--- src/rtl/pkt_ingress_pkg.sv ---
// Shared router definitions: ingress FSM state encoding and drop-cause codes.
package pkt_ingress_pkg;

   typedef enum logic [1:0] {
      ST_IDLE    = 2'd0,
      ST_DATA    = 2'd1,
      ST_CRC     = 2'd2,
      ST_DISCARD = 2'd3
   } state_t;

   typedef enum logic [1:0] {
      CAUSE_NO_MATCH = 2'b00,
      CAUSE_BAD_LEN  = 2'b01,
      CAUSE_BAD_CRC  = 2'b10
   } drop_cause_t;

endpackage

--- src/rtl/pkt_ingress_crc.sv ---
// Byte-wide serial CRC, MSB first, zero initial value.
// clr restarts the checksum so the byte presented with it is the first one folded in.
module crc_serial #(
   parameter int               WIDTH = 8,
   parameter logic [WIDTH-1:0] POLY  = 'h07
) (
   input  logic             clk,
   input  logic             rst,
   input  logic             clr,
   input  logic             en,
   input  logic [WIDTH-1:0] data,
   output logic [WIDTH-1:0] crc
);

   logic [WIDTH-1:0] crc_base;

   function automatic logic [WIDTH-1:0] crc_next(input logic [WIDTH-1:0] c,
                                                 input logic [WIDTH-1:0] d);
      logic [WIDTH-1:0] r;
      r = c;
      for (int b = WIDTH - 1; b >= 0; b--) begin
         if (r[WIDTH-1] ^ d[b]) r = (r << 1) ^ POLY;
         else                   r = r << 1;
      end
      return r;
   endfunction

   assign crc_base = clr ? '0 : crc;

   always_ff @(posedge clk or posedge rst) begin
      if (rst)      crc <= '0;
      else if (en)  crc <= crc_next(crc_base, data);
      else if (clr) crc <= '0;
   end

endmodule

--- src/rtl/pkt_ingress.sv ---
// Packet ingress router: decodes a header byte, steers the packet into one channel FIFO,
// optionally checks a trailing CRC, and commits or flushes the packet at its end.
//   state      | meaning
//   ST_IDLE    | waiting for a header byte; channel decoded from data_in
//   ST_DATA    | pushing payload bytes to the latched channel
//   ST_CRC     | comparing the trailer byte against the running CRC
//   ST_DISCARD | swallowing the rest of a dropped packet
module pkt_ingress
   import pkt_ingress_pkg::*;
#(
   parameter int                    DATA_WIDTH = 8,
   parameter int                    SIZE_WIDTH = 6,
   parameter int                    ADDR_WIDTH = 2,
   parameter int                    NUM_CH     = 3,
   parameter logic [DATA_WIDTH-1:0] CRC_POLY   = 'h07,
   parameter int                    DROP_CNT_W = 16
) (
   input  logic                         clk,
   input  logic                         rst,
   input  logic [DATA_WIDTH-1:0]        data_in,
   input  logic                         data_in_req,
   output logic                         data_in_ack,
   output logic [NUM_CH-1:0]            fifo_push,
   output logic [NUM_CH-1:0]            fifo_flush,
   output logic [NUM_CH-1:0]            fifo_wr_ptr_upd,
   input  logic [NUM_CH-1:0]            fifo_full,
   output logic [DATA_WIDTH-1:0]        fifo_data_in,
   input  logic [NUM_CH*ADDR_WIDTH-1:0] ch_addr,
   input  logic                         crc_en,
   output logic                         pkt_ok,
   output logic                         pkt_drop,
   output logic [1:0]                   drop_cause,
   output logic [DROP_CNT_W-1:0]        drop_cnt
);

   localparam int SEL_W = (NUM_CH > 1) ? $clog2(NUM_CH) : 1;
   localparam int CNT_W = SIZE_WIDTH + 1;

   if (DATA_WIDTH < SIZE_WIDTH + ADDR_WIDTH) begin : g_width_check
      $error("pkt_ingress: DATA_WIDTH must hold the length and address fields");
   end

   state_t                state, state_nxt;
   drop_cause_t           cause;
   logic [CNT_W-1:0]      cnt, cnt_nxt, cnt_load;
   logic [SEL_W-1:0]      sel_q, sel_dec, sel_cur;
   logic [NUM_CH-1:0]     ch_onehot;
   logic [SIZE_WIDTH-1:0] hdr_len;
   logic [ADDR_WIDTH-1:0] hdr_addr;
   logic [DATA_WIDTH-1:0] crc_val;
   logic                  crc_en_q, hdr_match, hdr_good, xfer, last_byte, crc_clr, crc_upd;

   assign hdr_len  = data_in[SIZE_WIDTH-1:0];
   assign hdr_addr = data_in[SIZE_WIDTH+ADDR_WIDTH-1:SIZE_WIDTH];

   // Descending scan so the lowest matching channel wins.
   always_comb begin
      hdr_match = 1'b0;
      sel_dec   = '0;
      for (int i = NUM_CH - 1; i >= 0; i--) begin
         if (ch_addr[i*ADDR_WIDTH +: ADDR_WIDTH] == hdr_addr) begin
            hdr_match = 1'b1;
            sel_dec   = SEL_W'(i);
         end
      end
   end

   assign hdr_good     = hdr_match && (hdr_len != '0);
   assign sel_cur      = (state == ST_IDLE) ? sel_dec : sel_q;
   assign data_in_ack  = (state == ST_DISCARD) ? 1'b1 : !fifo_full[sel_cur];
   assign xfer         = data_in_req & data_in_ack;
   assign ch_onehot    = NUM_CH'(1) << sel_cur;
   assign last_byte    = (cnt == CNT_W'(1));
   assign cnt_load     = CNT_W'(hdr_len) + CNT_W'(crc_en);
   assign fifo_data_in = data_in;
   assign drop_cause   = cause;

   always_ff @(posedge clk or posedge rst) begin
      if (rst) state <= ST_IDLE;
      else     state <= state_nxt;
   end

   always_comb begin
      state_nxt = state;
      cnt_nxt   = cnt;
      case (state)
         ST_IDLE: if (xfer) begin
            if (hdr_good) begin
               state_nxt = ST_DATA;
               cnt_nxt   = CNT_W'(hdr_len);
            end else begin
               cnt_nxt = cnt_load;
               if (cnt_load != '0) state_nxt = ST_DISCARD;
            end
         end
         ST_DATA: if (xfer) begin
            cnt_nxt = cnt - CNT_W'(1);
            if (last_byte) state_nxt = crc_en_q ? ST_CRC : ST_IDLE;
         end
         ST_CRC: if (xfer) state_nxt = ST_IDLE;
         ST_DISCARD: if (xfer) begin
            cnt_nxt = cnt - CNT_W'(1);
            if (last_byte) state_nxt = ST_IDLE;
         end
         default: state_nxt = ST_IDLE;
      endcase
   end

   always_comb begin
      fifo_push       = '0;
      fifo_flush      = '0;
      fifo_wr_ptr_upd = '0;
      pkt_ok          = 1'b0;
      pkt_drop        = 1'b0;
      cause           = CAUSE_NO_MATCH;
      crc_clr         = 1'b0;
      crc_upd         = 1'b0;
      case (state)
         ST_IDLE: if (xfer) begin
            crc_clr = 1'b1;
            crc_upd = 1'b1;
            if (hdr_good) begin
               fifo_push = ch_onehot;
            end else begin
               pkt_drop = 1'b1;
               cause    = hdr_match ? CAUSE_BAD_LEN : CAUSE_NO_MATCH;
            end
         end
         ST_DATA: if (xfer) begin
            fifo_push = ch_onehot;
            crc_upd   = 1'b1;
            if (last_byte && !crc_en_q) begin
               fifo_wr_ptr_upd = ch_onehot;
               pkt_ok          = 1'b1;
            end
         end
         ST_CRC: if (xfer) begin
            if (data_in == crc_val) begin
               fifo_wr_ptr_upd = ch_onehot;
               pkt_ok          = 1'b1;
            end else begin
               fifo_flush = ch_onehot;
               pkt_drop   = 1'b1;
               cause      = CAUSE_BAD_CRC;
            end
         end
         default: ;
      endcase
   end

   always_ff @(posedge clk or posedge rst) begin
      if (rst) begin
         cnt      <= '0;
         sel_q    <= '0;
         crc_en_q <= 1'b0;
         drop_cnt <= '0;
      end else begin
         cnt <= cnt_nxt;
         if (state == ST_IDLE && xfer) begin
            sel_q    <= sel_dec;
            crc_en_q <= crc_en;
         end
         if (pkt_drop && drop_cnt != '1) drop_cnt <= drop_cnt + DROP_CNT_W'(1);
      end
   end

   crc_serial #(
      .WIDTH (DATA_WIDTH),
      .POLY  (CRC_POLY)
   ) u_crc (
      .clk  (clk),
      .rst  (rst),
      .clr  (crc_clr),
      .en   (crc_upd),
      .data (data_in),
      .crc  (crc_val)
   );

endmodule

--- config.mk ---
export PLATFORM = sky130hd
export DESIGN_NAME = pkt_ingress
export DESIGN_NICKNAME = d
export VERILOG_FILES = /design/src/rtl/pkt_ingress_pkg.sv /design/src/rtl/pkt_ingress_crc.sv /design/src/rtl/pkt_ingress.sv
export SDC_FILE = /design/constraint.sdc
export NUM_CORES = 1
export LEC_CHECK = 0
export CAP_MARGIN = 20
export CORE_ASPECT_RATIO = 1.4
export CORE_MARGIN = 5
export CORE_UTILIZATION = 57
export CTS_BUF_LIST = sky130_fd_sc_hd__clkbuf_16
export CTS_CLUSTER_SIZE = 20
export DETAILED_ROUTE_END_ITERATION = 16
export PLACE_DENSITY_LB_ADDON = 0.08
export SLEW_MARGIN = 20
export SYNTH_ARGS = -nofsm -noshare
export SYNTH_HDL_FRONTEND = slang
export SYNTH_SLANG_ARGS = --single-unit
--- constraint.sdc ---
create_clock -name clk -period 5 [get_ports clk]
set_input_delay 1 -clock clk [delete_from_list [all_inputs] [get_ports clk]]
set_output_delay 1 -clock clk [all_outputs]
set_load 0.005 [all_outputs]
### Yosys cells after proc, flatten, opt, wreduce, memory -nomap -nowiden

Cells that the tools add are included.

* word-level logic and storage cells: 131
* flip-flop bits (word level): 36

* order comparisons: 1
* bitwise gates (word level): 17
* eq/ne operators: 17
* shift operators: 1
* reductions and logical operators: 14
* $add $sub $neg: 3
* muxes and demuxes: 72

Operator list (count)
* 8-bit 2-to-1 mux: 9
* 3-bit 2-to-1 mux: 18
* 2-bit 2-to-1 mux: 15
* 3-bit NOT: 8
* 7-bit 2-to-1 mux: 3
* 1-bit 2-to-1 mux: 19
* 16-bit by 1-bit adder with 16-bit output, second input constant: 1
* 16-bit inequality test, second input constant: 1
* 7-bit case mux with 2 select lines: 1
* 2-bit inequality test, second input constant: 6
* 3-bit case mux with 2 select lines: 2
* 8-bit == test: 1
* 2-bit case mux with 4 select lines: 1
* 1-bit bitwise XOR: 8
* 6-bit by 1-bit adder with 7-bit output: 1
* 7-bit by 1-bit == test with 1-bit output, second input constant: 1
* 7-bit AND reduction: 1
* 7-bit nonzero test: 1
* 7-bit by 1-bit subtractor with 7-bit output, second input constant: 1
* 2-bit == test: 3
* 6-bit nonzero test: 1
* 2-bit == test, second input constant: 2
* 1-bit logical AND: 4
* 1-bit case mux with 2 select lines: 2
* other kinds (13): 15

### Logic depth before layout (Yosys ltp)

Gate-level depths: netlist of run 1.

* depth in word-level cells: 37
* depth in mapped cells: 11

### Modules after synthesis

From an unflattened synthesis of run 1, not the netlist that was laid out.

* cells, all modules: 353
* area, all modules: 3134.3 sq um

By module, submodules not included
* pkt_ingress: cells each 291, area each 2499.9 sq um, instances 1, seq. area each 700.7 sq um
* crc_serial: cells each 62, area each 634.4 sq um, instances 1, seq. area each 200.2 sq um

### Least setup slack after synthesis of run 1

Ideal clock, no wire load.

* path type: input to output
* start: input data_in[7]
* end: output fifo_flush[1]
* setup slack: 1.083 ns
* data arrival time: 2.917 ns
* data required time: 4.000 ns
* stages on the path: 8
* path buffers: 2
* path through: buf_4 xor2_1 o22a_1 a22o_2 a32oi_2 nand2_2 clkbuf_1 nor4_1

* longest elaborated chain between the ends: 12

Ends and longest elaborated chain
* from (decl): RTL line pkt_ingress.sv:20 `input logic [DATA_WIDTH-1:0] data_in,`
* 2-bit == test: RTL line pkt_ingress.sv:61 `if (ch_addr[i*ADDR_WIDTH +: ADDR_WIDTH] == hdr_addr) begin`
* 2-bit 2-to-1 mux (2 in a row): RTL line pkt_ingress.sv:61
* 2-bit 2-to-1 mux (*): RTL line pkt_ingress.sv:61
* 2-bit 2-to-1 mux (*): RTL line pkt_ingress.sv:69 `assign sel_cur = (state == ST_IDLE) ? sel_dec : sel_q;`
* 1-bit binary-select mux with 2-bit select (*): RTL line pkt_ingress.sv:70 `assign data_in_ack = (state == ST_DISCARD) ? 1'b1 : !fifo_full[sel_cur];`
* 1-bit 2-to-1 mux (not written as such) (*): RTL line pkt_ingress.sv:70
* 1-bit zero test (*): RTL line pkt_ingress.sv:70
* 1-bit 2-to-1 mux (*): RTL line pkt_ingress.sv:70
* via data_in_ack: RTL line pkt_ingress.sv:22 `output logic data_in_ack,`
* 1-bit AND (*): RTL line pkt_ingress.sv:71 `assign xfer = data_in_req & data_in_ack;`
* 3-bit 2-to-1 mux (*): RTL line pkt_ingress.sv:137 `ST_CRC: if (xfer) begin`
* 3-bit 2-to-1 mux (*): RTL line pkt_ingress.sv:118 `case (state)`
* to (decl): RTL line pkt_ingress.sv:24 `output logic [NUM_CH-1:0] fifo_flush,`

The timed path passes the listed nets; every way through them passes the cells marked *. The select of a mux whose other input is x is not followed.

### Worst setup path in the final report of run 1

* start: input data_in[7]
* end: output fifo_flush[2]

* longest elaborated chain between the ends: 12

Ends and longest elaborated chain (RTL line)
* 2-bit == test: pkt_ingress.sv:61
* 2-bit 2-to-1 mux (3 in a row): pkt_ingress.sv:61
* 2-bit 2-to-1 mux: pkt_ingress.sv:69
* 1-bit binary-select mux with 2-bit select: pkt_ingress.sv:70
* 1-bit 2-to-1 mux (not written as such): pkt_ingress.sv:70
* 1-bit zero test: pkt_ingress.sv:70
* 1-bit 2-to-1 mux: pkt_ingress.sv:70
* 1-bit AND: pkt_ingress.sv:71
* 3-bit 2-to-1 mux (*): pkt_ingress.sv:137
* 3-bit 2-to-1 mux (*): pkt_ingress.sv:118

Mark *: on every way between the ends. The rest lies on a longest branch, timed or not. The select of a mux whose other input is x is not followed.

==> run_results.csv, run 1 <==
group,metric,value,unit
timing,fmax,209.1,MHz
route,via_count,2810,
timing,hold_viol,0,
route,drt_pass1_iterations,5,
clocking,cts_tree,"done",
synthesis,yosys_register_bits,36,
synthesis,yosysMostFrequentCell,"dfrtp_1",
critical_path,critPathKind,"input pin to output pin",
timing,tns,0,ns
global_routing,gr-usage-met3,2.588,%
timing,grt_setup_unrepaired,"false",
synthesis,synthCells,377,
critical_path,ff2ff_setup_slack,2.02,ns
power_and_ir_drop,total_power,2032,µW
worst_hold_path,hold_class,"flop to flop",
die,fp.dieW,72.57,µm
timing,slew_headroom,49.38,%
die,dieHeight,97.60,µm
timing,finalClockSkew,0.004783,ns
final_layout,nets,451,
global_routing,grt_busiest_layer,"met2",
worst_hold_path,hp-start,"drop_cnt[14]",
timing,worst_slew_pin_slew,0.7592,ns
final_layout,fin_area,0.003864,mm²
synthesis,synthTopCellsByArea,"dfrtp_1, xnor2_1, xor2_1, a21oi_1, nor2_1",
clocking,clock_sinks,36,
clocking,cts_htree_levels,2,
power_and_ir_drop,powerDensity,526.0,mW/mm²
synthesis,synth-edff-count,0,
route,drt_wl_total,8090,µm
global_routing,grt_max_degree,37,
global_routing,grt_pass1_wl,13400,µm
timing,drv_slew,0,
synthesis,async_reset_ff_share,100.0,%
die,ios,59,
global_routing,grt_use_met1,26.99,%
global_routing,grt_antenna_before_repair,0,
critical_path,path_max_fanout,7,
final_layout,multi_input_area,0.001984,mm²
synthesis,syn_area,0.003124,mm²
final_layout,seq_area,900.9,µm²
worst_hold_path,worstHoldPathCells,1,
placed_design,dp.final_hpwl,6026,µm
critical_path,worstSetupEndpointType,"output pin",
placed_design,post_dp_cell_area,0.003697,mm²
synthesis,ys_seq_area_share,28.83,%
synthesis,yosysTopAreaCellShare,28.83,%
clocking,clkTransAtPathRegs,0.06,ns
placed_design,place_worst_setup_slack,0.1890,ns
synthesis,syn_nets,407,
route,drc,0,
global_routing,grtUsageMet2,42.98,%
critical_path,rr_startpoint,"state[0]",
final_layout,diodes,0,
final_layout,syn2layout_area_growth,23.67,%
synthesis,yosysTopAreaCell,"dfrtp_1",
die,dieArea,0.007083,mm²
flow_run,cap_viol_max_count,0,
status,status,"completed",
synthesis,ys_warn_count,0,
timing,fin_crit,4.783,ns
critical_path,rr_worst_depth,11,
critical_path,setup.worst_path.end,"fifo_flush[2]",
clocking,clock_path_buffers,2,
clocking,cts_root_buf,"clkbuf_16",
critical_path,rr_endpoint,"cnt[1]",
timing,fin_crit_sh,95.66,%
clocking,cts_buffers,5,
synthesis,ys.flop_type,"dfrtp_1",
critical_path,cp-start-kind,"input pin",
route,drt_iter0_markers,189,
die,fp.coreArea,0.005405,mm²
route,routedWlPerCell,16.51,µm
global_routing,grt.total_usage,23.50,%
die,rows,32,
synthesis,synth_area_per_cell,8.287,µm²
timing,setup_viol,0,
clocking,cts_hold_buf,0,
critical_path,crit_start,"data_in[7]",
power_and_ir_drop,ir_drop,0.3627,mV
global_routing,first_global_vias,2822,
timing,fin_ws,0.2168,ns
die,start_util,57.80,%
clocking,insertion_delay,0.28,ns
synthesis,ys_types,57,
placed_design,place.gp.congestion,0.8623,
placed_design,portBuffers,58,
route,vias_per_cell,5.735,
synthesis,synthTopCellsByCount,"dfrtp_1, nor2_1, xnor2_1",
critical_path,arrival,3.78,ns
route,ant_nets,0,
power_and_ir_drop,p_leak,0.001594,µW
critical_path,critPathRequiredTime,4.00,ns
final_layout,drive_gt1_share,10.19,%
global_routing,globalRouteOverflowTotal,0,
final_layout,num-fill-cells,448,
==> flip-flops by register name, indices dropped and copies added, names as in the netlist <==
register and cells:
drop_cnt 16, u_crc.crc 8, cnt 7, crc_en_q 1
state 2, sel_q 2
==> through the flow <==
| stage | utilization, % | hold slack [ns] | cells |
|---|---|---|---|
| after floorplan | - | 0.4704 | 377 |
| after global placement | 68.40 | 0.4789 | 482 |
| after detailed placement | 68.40 | 0.4940 | 482 |
| after CTS | 71.44 | 0.5017 | 490 |
| after global routing | 71.48 | 0.5290 | 490 |
| final | 71.48 | 0.4996 | 490 |
==> kinds of logic (layout without fill, tap and decap cells) <==
family / count (synthesis) / count (layout) / synth area share, %
and+or+nand+nor: 142 / 142 / 24.11
AOI/OAI and AO/OA: 75 / 75 / 16.26
buffers and inverters: 48 / 93 / 7.649
DFF: 36 / 36 / 28.83
muxes: 11 / 11 / 3.844
xor gates and xnor gates: 56 / 56 / 15.70
adders and majority gates: 9 / 9 / 3.604
==> placed cells by master (no fill, tap or decap), types with 3 or more instances in the layout <==
cell type / n
clkdlybuf4s50_1: 57
dfrtp_1: 36
nor2_1: 34
xnor2_1: 30
nand2_1: 29
xor2_1: 26
a21oi_1: 26
nor3_1: 22
o21ai_0: 17
inv_1: 16
nand3_1: 12
buf_4: 12
o22a_1: 11
ha_1: 9
nand4_1: 6
and3_1: 6
nor3_2: 6
mux2i_1: 5
clkbuf_16: 5
nor2b_1: 4
nor4_1: 4
mux2_2: 4
nor3b_1: 3
nand2b_1: 3
==> metal layers <==
layer,vias up,share of wire (%)
li1,1390,-
met3,18,3.1
met5,-,0
met4,0,2.4
met1,1336,40
met2,66,55
==> worst max-delay path: stages <==
cell	delay [ns]
clkdlybuf4s50_1	0.56
buf_4	0.19
xor2_1	0.21
nor3_1	0.10
a22o_2	0.29
a32oi_2	0.24
and2_1	0.18
buf_4	0.16
nand3_1	0.14
nor2_1	0.18
clkdlybuf4s50_1	0.53
==> power breakdown <==
part / total (µW) / leakage (µW) / switching [µW] / internal [µW]
clock network: 354 / 0.0000850 / 122 / 232
logic: 1150 / 0.00107 / 639 / 515
registers: 525 / 0.000436 / 133 / 391
total: 2030 / 0.00159 / 894 / 1140
==> repair_timing <==
action | CTS | global route
setup buffers | 0 | 0
endpoints found under the setup margin | 0 | 5
gates resized for setup | 0 | 1
==> how the worst min path moves through the flow <==
stage / endpoint / slack, ns
2_1_floorplan: cnt[5] / 0.47
3_3_place_gp: drop_cnt[13] / 0.48
3_5_place_dp: drop_cnt[14] / 0.49
4_1_cts: drop_cnt[14] / 0.50
5_1_grt: drop_cnt[13] / 0.53
6_report: drop_cnt[14] / 0.50
==> cell type report <==
cell class                 instances  area share, %
clock buffer                       5          3.238
clock inverter                     3          1.004
inverter                          15          1.457
multi-input combinational        293          51.36
sequential                        36          23.32
tap                               68          2.202
timing repair buffer              70          17.42
(Power assumes the default switching activity.)
==> run 2: changes to the inputs <==
- RECOVER_POWER: unset -> 25
==> run 2 against run 1 <==
  * The run now ends with capacitance limit, slew limit left
  * Global-route usage stayed put
  * Worst hold slack hardly changed
  * Via count is 0.14% lower
  * Critical path depth stayed put
  * Power hardly changed
  * Wire length is 0.14% lower
  * Count of clock-buffer cells in the layout stayed put
  * Setup slack hardly changed
  * Largest cell class unchanged
  * Critical path type unchanged
  * Die area stayed put
==> run_results.csv, run 2 (synthesis gave the netlist of run 1 again) <==
group,metric,value,unit
status,status,"finished, violations left",
status,violations,"capacitance limit, slew limit",
critical_path,cp-start-kind,"input pin",
final_layout,diodes,0,
clocking,cts_htree_levels,2,
placed_design,place_worst_setup_slack,0.1890,ns
timing,fin_crit_sh,95.67,%
global_routing,first_global_vias,2822,
timing,whs,0.4996,ns
critical_path,cpPeakStageDelay,0.56,ns
clocking,cts_buffers,5,
route,routedWlPerCell,16.49,µm
timing,fin_ws,0.2163,ns
die,fp.coreArea,0.005405,mm²
route,via_count,2806,
route,ant_nets,0,
route,drt_wl_total,8079,µm
timing,fmax,209.0,MHz
die,ios,59,
flow_run,cap_viol_max_count,1,
global_routing,grt_pass1_wl,13400,µm
placed_design,place.gp.congestion,0.8623,
route,top_layer_used,"met4",
die,dieArea,0.007083,mm²
worst_hold_path,hold_class,"flop to flop",
final_layout,drive_gt1_share,9.953,%
timing,tns,0,ns
route,drt_iter0_markers,189,
timing,fin_crit,4.784,ns
die,dieHeight,97.60,µm
route,drt_pass1_iterations,4,
final_layout,reg_top3,"drop_cnt: 16 flops, u_crc.crc: 8 flops, cnt: 7 flops",
final_layout,max_flop_register,"drop_cnt",
die,rows,32,
timing,finalClockSkew,0.004742,ns
route,vias_per_cell,5.727,
timing,drv_slew,37,
final_layout,largest_reg_flops,16,
route,met2RoutedLength,4438,µm
clocking,cts_resized,0,
critical_path,critPathKind,"input pin to output pin",
timing,slew_headroom,-36.61,%
critical_path,worstSetupEndpointType,"output pin",
final_layout,final_cell_mix,"clkdlybuf4s50_1, dfrtp_1, nor2_1",
clocking,insertion_delay,0.28,ns
timing,worst_slew_pin_slew,2.049,ns
final_layout,nets,451,
power_and_ir_drop,ir_drop,0.3624,mV
timing,grt_setup_unrepaired,"false",
final_layout,num-fill-cells,448,
power_and_ir_drop,p_leak,0.001591,µW
global_routing,globalRouteOverflowTotal,0,
critical_path,critPathRequiredTime,4.00,ns
timing,hold_viol,0,
placed_design,dp.final_hpwl,6026,µm
route,drc,0,
die,start_util,57.80,%
clocking,cts_hold_buf,0,
final_layout,syn2layout_area_growth,23.55,%
clocking,cts_root_buf,"clkbuf_16",
power_and_ir_drop,total_power,2032,µW
final_layout,final_common_cell,"clkdlybuf4s50_1",
timing,setup_viol,0,
clocking,cts_tree,"done",
critical_path,crit_slowest_cell,"clkdlybuf4s50_1",
route,wl_met3,246,µm
final_layout,final_util,71.41,%
critical_path,path_cells,"clkdlybuf4s50_1 > buf_4 > xor2_1 > nor3_1 > a22o_2 > a32oi_2 > and2_1 > buf_4 > nand3_1 > nor2_1 > clkdlybuf4s50_1",
placed_design,portBuffers,58,
clocking,clkTransAtPathRegs,0.06,ns
critical_path,path_max_fanout,7,
route,wl_met1,3185,µm
global_routing,grt_antenna_before_repair,0,
clocking,clock_path_buffers,2,
global_routing,grt_max_degree,37,
global_routing,grt.total_usage,23.50,%
die,fp.dieW,72.57,µm
power_and_ir_drop,powerDensity,526.5,mW/mm²
critical_path,arrival,3.78,ns
clocking,clock_sinks,36,
clocking,cts_setup_buffers,0,
[run 2: cell types whose count changed in the layout (fill, tap and decap cells not counted), sizes merged]
cell           delta
dlygate4sd3       +1
clkbuf            +1
clkdlybuf4s50     -1
buf               -1
[run 2: report_power, final]
part           total, µW  internal, µW  switching (µW)
Sequential           525           391             134
Clock                355           233             122
Combinational       1150           514             639
[run 2: cell type report]
| class | count | area (µm²) | share of cell area (%) |
|---|---|---|---|
| clock inverters | 3 | 38.79 | 1.005 |
| well taps | 68 | 85.08 | 2.204 |
| multi-input cells | 293 | 1984 | 51.41 |
| inverters | 15 | 56.30 | 1.459 |
| clock buffers | 5 | 125.1 | 3.241 |
| repair buffers | 70 | 669.4 | 17.34 |
| flip-flops and latches | 36 | 900.9 | 23.34 |
[run 2: layer usage]
layer / vias to the layer above / global-route usage (%)
met5: - / 0
met4: 0 / 8.949
met3: 20 / 2.588
met2: 62 / 42.98
met1: 1334 / 26.99
li1: 1390 / -
[run 2: worst max-delay path, delay by kind of cell]
kind | cells | cell delay (ns)
compound gates | 2 | 0.53
xor+xnor | 1 | 0.21
buf+inv | 4 | 1.44
simple gates | 4 | 0.60
[run 2: path summary, 6_finish.rpt]
kind / startpoint / endpoint / slack [ns] / cells past startpoint
max: data_in[7] / fifo_flush[2] / 0.22 / 11
min: drop_cnt[14] / drop_cnt[14] / 0.50 / 1
max reg2reg: state[0] / cnt[1] / 2.02 / 11
min reg2reg: drop_cnt[14] / drop_cnt[14] / 0.50 / 1
max in group asynchronous: rst / drop_cnt[15] / 1.92 / 3
min in group asynchronous: rst / cnt[3] / 1.92 / 3
[run 2: metrics by stage]
stage / cell area (µm²) / cells
CTS: 3861 / 490
global route: 3860 / 490
detailed placement: 3697 / 482
floorplan: 3124 / 377
global placement: 3697 / 482
finish: 3860 / 490
